--- src/rtl/relu_pool.sv ---
// relu_pool: 2x2/stride-2 max pooling with ReLU over a fixed 8x8 feature map.
// Walks the 64 input words window by window (row-major over the 4x4 output),
// keeps a signed running max per window and writes the rectified max of each
// window to the 4x4 output buffer. A start word of 1 launches one run; the
// block then parks in DONE (status=1) until control returns to 0.
module relu_pool (
  input  logic        clk,
  input  logic        reset,
  input  logic [31:0] control,
  input  logic [31:0] rd_data,
  output logic [11:0] rd_addr,
  output logic [11:0] wr_addr,
  output logic [31:0] wr_data,
  output logic [3:0]  we,
  output logic [31:0] status
);

  localparam int DATA_W = 32;
  localparam int ADDR_W = 12;

  typedef enum logic [1:0] {
    IDLE  = 2'd0,
    RUN   = 2'd1,
    DRAIN = 2'd2,
    DONE  = 2'd3
  } state_t;

  state_t state;

  // Read index within the run; k = 4*m + j where m is the output index
  // (m = 4*pr + pc) and j selects the window corner (j[1] = row, j[0] = col).
  // Reused as the two-cycle counter while draining.
  logic [5:0] k_p0;

  // Sample stage: rd_data carries the data of read idx_p1 when vld_p1 is set.
  logic                     vld_p1;
  logic [5:0]               idx_p1;
  logic signed [DATA_W-1:0] max_p1;
  logic signed [DATA_W-1:0] samp_p1;
  logic signed [DATA_W-1:0] next_max_p1;
  logic                     first_p1;
  logic                     last_p1;

  logic go;
  logic stop;

  // Byte address of read k into the 8x8 buffer: row 2*pr + j[1], col 2*pc + j[0].
  function automatic logic [ADDR_W-1:0] read_addr(input logic [5:0] k);
    logic [ADDR_W-1:0] r;
    logic [ADDR_W-1:0] c;
    r = {9'd0, k[5:4], k[1]};
    c = {9'd0, k[3:2], k[0]};
    return (r * 12'd8 + c) * 12'd4;
  endfunction

  // Byte address of output m into the 4x4 buffer.
  function automatic logic [ADDR_W-1:0] write_addr(input logic [3:0] m);
    return {8'd0, m} * 12'd4;
  endfunction

  // Running max: the first sample of a window loads, later samples replace
  // the held value only when strictly greater (signed compare).
  function automatic logic signed [DATA_W-1:0] win_max(
    input logic                     first,
    input logic signed [DATA_W-1:0] cur,
    input logic signed [DATA_W-1:0] samp
  );
    if (first) begin
      return samp;
    end
    return (samp > cur) ? samp : cur;
  endfunction

  // ReLU clamp: anything not strictly positive (including the most negative
  // word) becomes zero.
  function automatic logic [DATA_W-1:0] relu(input logic signed [DATA_W-1:0] v);
    return (v > 0) ? $unsigned(v) : '0;
  endfunction

  assign go          = (control == 32'd1);
  assign stop        = (control == 32'd0);
  assign samp_p1     = $signed(rd_data);
  assign first_p1    = (idx_p1[1:0] == 2'd0);
  assign last_p1     = (idx_p1[1:0] == 2'd3);
  assign next_max_p1 = win_max(first_p1, max_p1, samp_p1);

  // Stage p0: sequencing FSM, read address issue and done flag.
  always_ff @(posedge clk) begin
    if (reset) begin
      state   <= IDLE;
      k_p0    <= '0;
      rd_addr <= '0;
      status  <= '0;
    end else begin
      case (state)
        IDLE: begin
          k_p0    <= '0;
          rd_addr <= '0;
          status  <= '0;
          if (go) begin
            state <= RUN;
          end
        end
        RUN: begin
          k_p0 <= k_p0 + 6'd1;
          if (k_p0 == 6'd63) begin
            state   <= DRAIN;
            rd_addr <= '0;
          end else begin
            rd_addr <= read_addr(k_p0 + 6'd1);
          end
        end
        DRAIN: begin
          k_p0 <= k_p0 + 6'd1;
          if (k_p0 == 6'd1) begin
            state  <= DONE;
            status <= 32'd1;
          end
        end
        DONE: begin
          status <= 32'd1;
          if (stop) begin
            state  <= IDLE;
            status <= '0;
          end
        end
        default: begin
          state   <= IDLE;
          k_p0    <= '0;
          rd_addr <= '0;
          status  <= '0;
        end
      endcase
    end
  end

  // Stage p1: remember which read the memory is returning this cycle.
  always_ff @(posedge clk) begin
    if (reset) begin
      vld_p1 <= 1'b0;
      idx_p1 <= '0;
    end else begin
      vld_p1 <= (state == RUN);
      idx_p1 <= k_p0;
    end
  end

  // Stage p2: fold the sample into the running max and emit the rectified
  // result on the last sample of each window.
  always_ff @(posedge clk) begin
    if (reset) begin
      max_p1  <= '0;
      we      <= '0;
      wr_addr <= '0;
      wr_data <= '0;
    end else begin
      we <= '0;
      if (vld_p1) begin
        max_p1 <= next_max_p1;
        if (last_p1) begin
          we      <= 4'hf;
          wr_addr <= write_addr(idx_p1[5:2]);
          wr_data <= relu(next_max_p1);
        end
      end
    end
  end

endmodule

--- config.mk ---
export PLATFORM = sky130hd
export DESIGN_NAME = relu_pool
export DESIGN_NICKNAME = d
export VERILOG_FILES = /design/src/rtl/relu_pool.sv
export SDC_FILE = /design/constraint.sdc
export NUM_CORES = 1
export LEC_CHECK = 0
export BUFFER_PORTS_ARGS = -buffer_cell sky130_fd_sc_hd__buf_2
export CORE_ASPECT_RATIO = 0.75
export CORE_UTILIZATION = 30
export DETAILED_ROUTE_END_ITERATION = 6
export HOLD_SLACK_MARGIN = 0.05
export PLACE_DENSITY = 0.63
export SETUP_SLACK_MARGIN = 0.1
export SYNTH_ARGS = -nofsm -noshare
export SYNTH_HDL_FRONTEND = slang
export SYNTH_SLANG_ARGS = --single-unit
--- constraint.sdc ---
create_clock -name clk -period 3.25 [get_ports clk]
set_clock_uncertainty 0.1 [all_clocks]
set_input_delay 0.1625 -clock clk [delete_from_list [all_inputs] [get_ports clk]]
set_output_delay 0.1625 -clock clk [all_outputs]
set_load 0.03 [all_outputs]
==> run metrics, run 1 <==
outcome complete, no violations; I/O Buffers 112; Via Count 4308; Hold Violations, Final 0; Hold Path Class in -> reg; RSZ-0062 raised after global routing no; initial antenna violation count 1; synth top area cells dfxtp_1 36%, ha_1 10%, buf_4 7.2%; syn_area_per_cell 8.74 um2; final non-filler cell total 925; initial core utilization 31.0%; Worst setup EP type flop; Synth Area in XOR/XNOR 0.697%; worst setup path start rd_data[27]; All-Layer GR Usage 15.2%; Compound-Gate Fraction of Synth Area 20.6%; total CTS buffers 9; area of the core 16200 um2; post-route ant nets 0; Die Y 114 um; simple-gate share of the synthesized area 18.0%; data arrival time of the worst path 3.05 ns; Max VDD drop 0.000192 V; vias in the first global route 4014; Slowest cell on crit path or4_4; Worst Reg-to-Reg Cells 10; Final Net Count 815; Setup WS pre-CTS 0.308 ns; die footprint 17300 um2; gp weighted congestion 0.790; number of clock sinks 91; mux share of post-synthesis cell area 0.796%; setup_tns 0 ns; r2r startpoint max_p1[26]; DR WL/cell 13.7 um; Placement Rows 40; post-synthesis adder-cell area fraction 9.96%; Slew @ Worst Pin 0.690 ns; H-Tree Depth 3; worst skew pair latency 0.35 ns; Leak 2.68 nW; Reg clk slew, reported paths 0.06 ns; Via-to-Cell Ratio 4.66; MaxCap Viol Count 0; Synth Warn # 0; Post-DP Area 5600 um2; Synth Cell Area 5030 um2; Tmin final 2.86 ns; Critical Path Source Type primary input; normalized max-slew margin 54.0%; DP Wirelength 8900 um; fin crit share 88.1%; combinational family with the most area after synthesis compound AO/OA/AOI/OAI gates; crit-path max FO 29; Cell Chain, Critical Path dlygate4sd3_1 -> buf_2 -> ha_1 -> nand4_1 -> inv_1 -> a21oi_1 -> o211ai_2 -> or4_4 -> o21ai_4 -> buf_12 -> a221o_1; sequential area share after synthesis 36.2%; dpl cells 874; area grow syn2layout 23.8%; Clock Tree Buf Depth 2; design area 6220 um2; Critical Path RT 3.43 ns; CP top delay family buffers and inverters; largest stage delay on the critical path 0.59 ns; Die Wd 151 um; final worst slack 0.386 ns; RR Endpoint wr_data[2]; worst reg-to-reg setup slack 0.50 ns; Netlist cell types 53; end of the critical path wr_data[2]; I/O Pins 158; dominant cell type by area after synthesis dfxtp_1; Root Driver clkbuf_16; Slew Viols, Final 0; Max Clk Rate 0.349 GHz; first-pass GRT wire length 20500 um; gr ovfl total 0; Synth Instances 575; largest net degree at the start of global routing 60; Levels on crit path 11; Post-Route WL 12700 um; FF+latch count, synth 91; setup violators final 0; CTS tree done; area share of the largest cell type after synthesis 36.2%; cell area power density 377 nW/um2; worst path buffer plus inverter count 4; Pre-antenna DRT Iters 4; remaining routing DRC violations 0; DR iter-0 viols 245; Crit Path Category in -> reg; share of cells above drive strength 1 25.4%
synthesized netlist by cell type, drive strengths merged:
cell type / n
dfxtp: 91
a21oi: 61
buf: 59
o21ai: 42
inv: 41
ha: 40
nand3: 39
and2: 32
a221o: 31
nor2: 31
clkbuf: 21
nand2: 19
nor4: 10
nand4: 8
nor3: 8
nor2b: 7
a21o: 4
mux2i: 4
nor3b: 4
a2111oi: 2
a211oi: 2
xnor2: 2
xor2: 2
a2111o: 1
a211o: 1
a21boi: 1
a221oi: 1
a22oi: 1
a2bb2oi: 1
a31oi: 1
a41oi: 1
conb: 1
nand2b: 1
nand3b: 1
o211ai: 1
o31a: 1
or2: 1
or4: 1
worst min-delay path by stage:
stage                     start          end  slack, ns  cells after the start
finish                    reset        we[2]       0.09                      3
floorplan           rd_data[12]  wr_data[12]       0.20                      1
global placement    rd_data[21]  wr_data[21]       0.33                      2
CTS                       reset        we[2]       0.08                      3
detailed placement   rd_data[0]   wr_data[0]       0.33                      2
global route              reset        we[2]       0.11                      3
metrics by stage:
step           power [mW]  hold WS, ns  util, %
4_1_cts              2.38       0.0848     38.3
3_5_place_dp         1.34        0.331     34.6
5_1_grt              2.44        0.113     38.4
6_report             2.35       0.0869     38.4
2_1_floorplan        1.31        0.201        -
3_3_place_gp         1.34        0.329     34.6
area by class of cell:
class	count	area, um2
fill	1691	9990
multi-input combinational	407	2690
sequential	91	1820
timing repair buffer	159	1010
tap	210	263
clock buffer	13	260
inverter	41	154
clock inverter	3	22.5
antenna	1	2.50
power breakdown:
group | switching, mW | internal [mW] | total (mW)
Clock | 0.436 | 0.563 | 0.999
Combinational | 0.151 | 0.0823 | 0.234
Sequential | 0.00000000225 | 1.11 | 1.11
Total | 0.587 | 1.76 | 2.35
worst reg2reg max path, stage by stage, from the launching register on:
cell and delay, ns:
dfxtp_1 0.36, inv_1 0.05, ha_1 0.28, nand4_1 0.22, inv_1 0.07, a21oi_1 0.19, o211ai_2 0.23, or4_4 0.59
o21ai_4 0.20, buf_12 0.22, a221o_1 0.18
state kept, by name, summed over array words and instances, names as in the netlist:
signal	flops
k_p0	6
rd_addr	6
we	1
status	1
wr_data	32
wr_addr	4
idx_p1	6
max_p1	32
state	2
vld_p1	1
cell usage in the layout, fill, tap and decap left out, drive strengths merged, types with 2 or more instances in the layout:
cell         instances
nor3                 8
nand2               19
clkbuf              13
dlygate4sd3         32
clkinv               3
conb                45
a2111oi              2
a211oi               2
inv                 41
nor3b                4
a21o                 4
nor4                10
dfxtp               91
mux2i                4
nand3               39
o21ai               42
ha                  40
nor2                31
a21oi               61
nor2b                7
xor2                 2
and2                32
nand4                8
buf                127
a221o               31
xnor2                2
what timing repair did:
action	CTS	global route
resized for setup	0	0
endpoints found under the setup margin	0	19
hold endpoints to repair	63	0
hold buffers	32	0
buffers inserted	0	2
kinds of logic (layout without fill, tap and decap cells):
family                     Yosys count  count (layout)
DFF                                 91              91
adders and majority gates           40              40
and+or+nand+nor                    162             162
other                                1              46
xor gates and xnor gates             4               4
AOI/OAI and AO/OA                  152             152
muxes                                4               4
buffers and inverters              121             216
metal layers:
metal / track usage (%) / up-vias / part of all wire, %
li1: - / 2213 / -
met1: 21.8 / 1975 / 50
met2: 22.4 / 111 / 43
met3: 3.78 / 9 / 6.3
met4: 4.33 / 0 / 1.0
met5: 0 / - / 0
(Power assumes the default switching activity.)
==> run 2, diff against run 1 <==
--- a/config.mk
+++ b/config.mk
@@ -10,7 +10,6 @@
 export CORE_UTILIZATION = 30
 export DETAILED_ROUTE_END_ITERATION = 6
 export HOLD_SLACK_MARGIN = 0.05
-export PLACE_DENSITY = 0.63
 export SETUP_SLACK_MARGIN = 0.1
 export SYNTH_ARGS = -nofsm -noshare
 export SYNTH_HDL_FRONTEND = slang
==> constraint.sdc (replaced) <==
create_clock -name clk -period 3.1 [get_ports clk]
set_clock_uncertainty 0.1 [all_clocks]
set_input_delay 0.155 -clock clk [delete_from_list [all_inputs] [get_ports clk]]
set_output_delay 0.155 -clock clk [all_outputs]
set_load 0.03 [all_outputs]
==> run 2 against run 1 <==
Effect of this change: final cell count shrank 0.43%; via count fell by 0.42%; routed wire length about the same; flip-flop and latch count stayed put; largest cell class unchanged; critical path type unchanged; global-route usage down 0.24 points; first-iteration DRC count shrank 18%; count of clock-buffer cells in the layout down 3; sequential power grew 5%; combinational power up 6%.
==> run metrics, run 2 (synthesized netlist as in run 1, its figures left out) <==
outcome complete, no violations (unchanged); Reg clk slew, reported paths 0.06 ns (about the same); Final Net Count 812 (was 815); most common cell after layout, fill and taps aside buf_2 (unchanged); Final Util 38.5% (was 38.4%); total power 2.51 mW (was 2.35 mW); All-Layer GR Usage 15.0% (was 15.2%); DR WL/cell 13.7 um (about the same); first-pass GRT wire length 20100 um (was 20500 um); gp weighted congestion 0.788 (was 0.790); normalized max-slew margin 56.2% (was 54.0%); MaxCap Viol Count 0 (unchanged); Max VDD drop 0.000230 V (was 0.000192 V); Root Driver clkbuf_16 (unchanged); Placement Rows 40 (unchanged); worst skew pair latency 0.35 ns (about the same); Cell Chain, Critical Path dlygate4sd3_1 -> buf_2 -> ha_1 -> a21oi_1 -> a21boi_0 -> a211o_1 -> a2111oi_4 -> buf_4 -> o21ai_0 -> a21oi_1 (was dlygate4sd3_1 -> buf_2 -> ha_1 -> nand4_1 -> inv_1 -> a21oi_1 -> o211ai_2 -> or4_4 -> o21ai_4 -> buf_12 -> a221o_1); Max Clk Rate 0.359 GHz; Tmin final 2.79 ns; Critical Path Source Type primary input (unchanged); Crit Path Category in -> reg (unchanged); Slew Viols, Final 0 (unchanged); final non-filler cell total 921 (was 925); number of clock sinks 91 (unchanged); Post-Route WL 12700 um (about the same); fin crit share 89.9%; area of the core 16200 um2 (unchanged); Slew @ Worst Pin 0.657 ns (was 0.690 ns); H-Tree Depth 3 (unchanged); remaining routing DRC violations 0 (unchanged); setup violators final 0 (unchanged); setup_tns 0 ns (unchanged); Die Wd 151 um (unchanged); Clock Tree Buf Depth 2 (unchanged); Leak 2.69 nW (was 2.68 nW); cell area power density 401 nW/um2 (was 377 nW/um2); share of cells above drive strength 1 25.2% (was 25.4%); crit-path max FO 32 (was 29); most frequent cells in the layout 112 x buf_2, 91 x dfxtp_1, 58 x a21oi_1 (unchanged); dpl cells 871 (was 874); Via-to-Cell Ratio 4.66 (about the same); Hold WS 0.111 ns (was 0.0869 ns); fillers 1694 (was 1691); CTS tree done (unchanged); vias in the first global route 3872 (was 4014); area grow syn2layout 24.3% (was 23.8%); CP most frequent cell a21oi_1; I/O Pins 158 (unchanged); Hold Violations, Final 0 (unchanged); DP Wirelength 8730 um (was 8900 um); RSZ-0062 raised after global routing no (unchanged); die footprint 17300 um2 (unchanged); initial core utilization 31.0% (unchanged); Slowest cell on crit path dlygate4sd3_1 (was or4_4); largest stage delay on the critical path 0.53 ns (was 0.59 ns); Hold Path Class in -> reg (unchanged); Die Y 114 um (unchanged); gr ovfl total 0 (unchanged); Via Count 4290 (was 4308); Critical Path RT 3.27 ns (was 3.43 ns); Pre-antenna DRT Iters 4 (unchanged); largest registers max_p1 (32), wr_data (32) (unchanged); number of diodes 0 (was 1); post-route ant nets 0 (unchanged); I/O Buffers 112 (unchanged); initial antenna violation count 0 (was 1); total CTS buffers 9 (unchanged); data arrival time of the worst path 2.96 ns (was 3.05 ns); DR iter-0 viols 201 (was 245); largest net degree at the start of global routing 59 (was 60); Worst setup EP type flop (unchanged)
-- run 2: cell count changes in the layout (fill, tap and decap cells not counted), sizes merged --
cell,delta
bufinv,+1
diode,-1
clkbuf,-3
clkinv,+2
buf,-3
-- run 2: per-layer routing --
metal	track usage, %	share of wire [%]
met5	0	0
met4	4.47	1.3
met3	3.78	5.4
met2	21.4	41
met1	21.8	52
-- run 2: report_power, final --
part / internal [mW] / switching [mW]
Sequential: 1.17 / 0.00000000233
Combinational: 0.0858 / 0.161
Clock: 0.626 / 0.466
Total: 1.88 / 0.627
-- run 2: final timing paths --
check | from | end | slack (ns) | cells past startpoint
worst max-delay path | rd_data[14] | max_p1[6] | 0.31 | 10
worst min-delay path | reset | we[2] | 0.11 | 3
worst max register to register | max_p1[31] | wr_data[0] | 0.40 | 10
worst min register to register | wr_data[31] | wr_data[31] | 0.36 | 1
-- run 2: area by class of cell --
type                    instances  area [um2]  share of cell area (%)
multi-input cells             407        2690                    43.1
flip-flops and latches         91        1820                    29.2
repair buffers                156        1020                    16.3
well taps                     210         263                    4.21
clock buffers                  10         229                    3.66
inverters                      41         154                    2.46
clock inverters                 6        66.3                    1.06
-- run 2: timing repair --
action / CTS / global route
hold buffers: 32 / 0
resized for setup: 0 / 0
buffers inserted: 0 / 2
setup endpoints to repair: 0 / 24
hold endpoints to repair: 63 / 0
-- run 2: metrics by stage --
| stage | setup slack (ns) | area (um2) |
|---|---|---|
| after detailed placement | 0.312 | 5620 |
| after floorplan | 0.590 | 5190 |
| after global placement | 0.361 | 5620 |
| final | 0.312 | 6250 |
| after global routing | 0.103 | 6250 |
| after CTS | 0.220 | 6230 |
-- run 2: critical path, delay by kind of cell --
family / cells / cell delay [ns]
adders and majority gates: 1 / 0.32
AOI/OAI and AO/OA: 6 / 1.42
buffers and inverters: 3 / 1.07
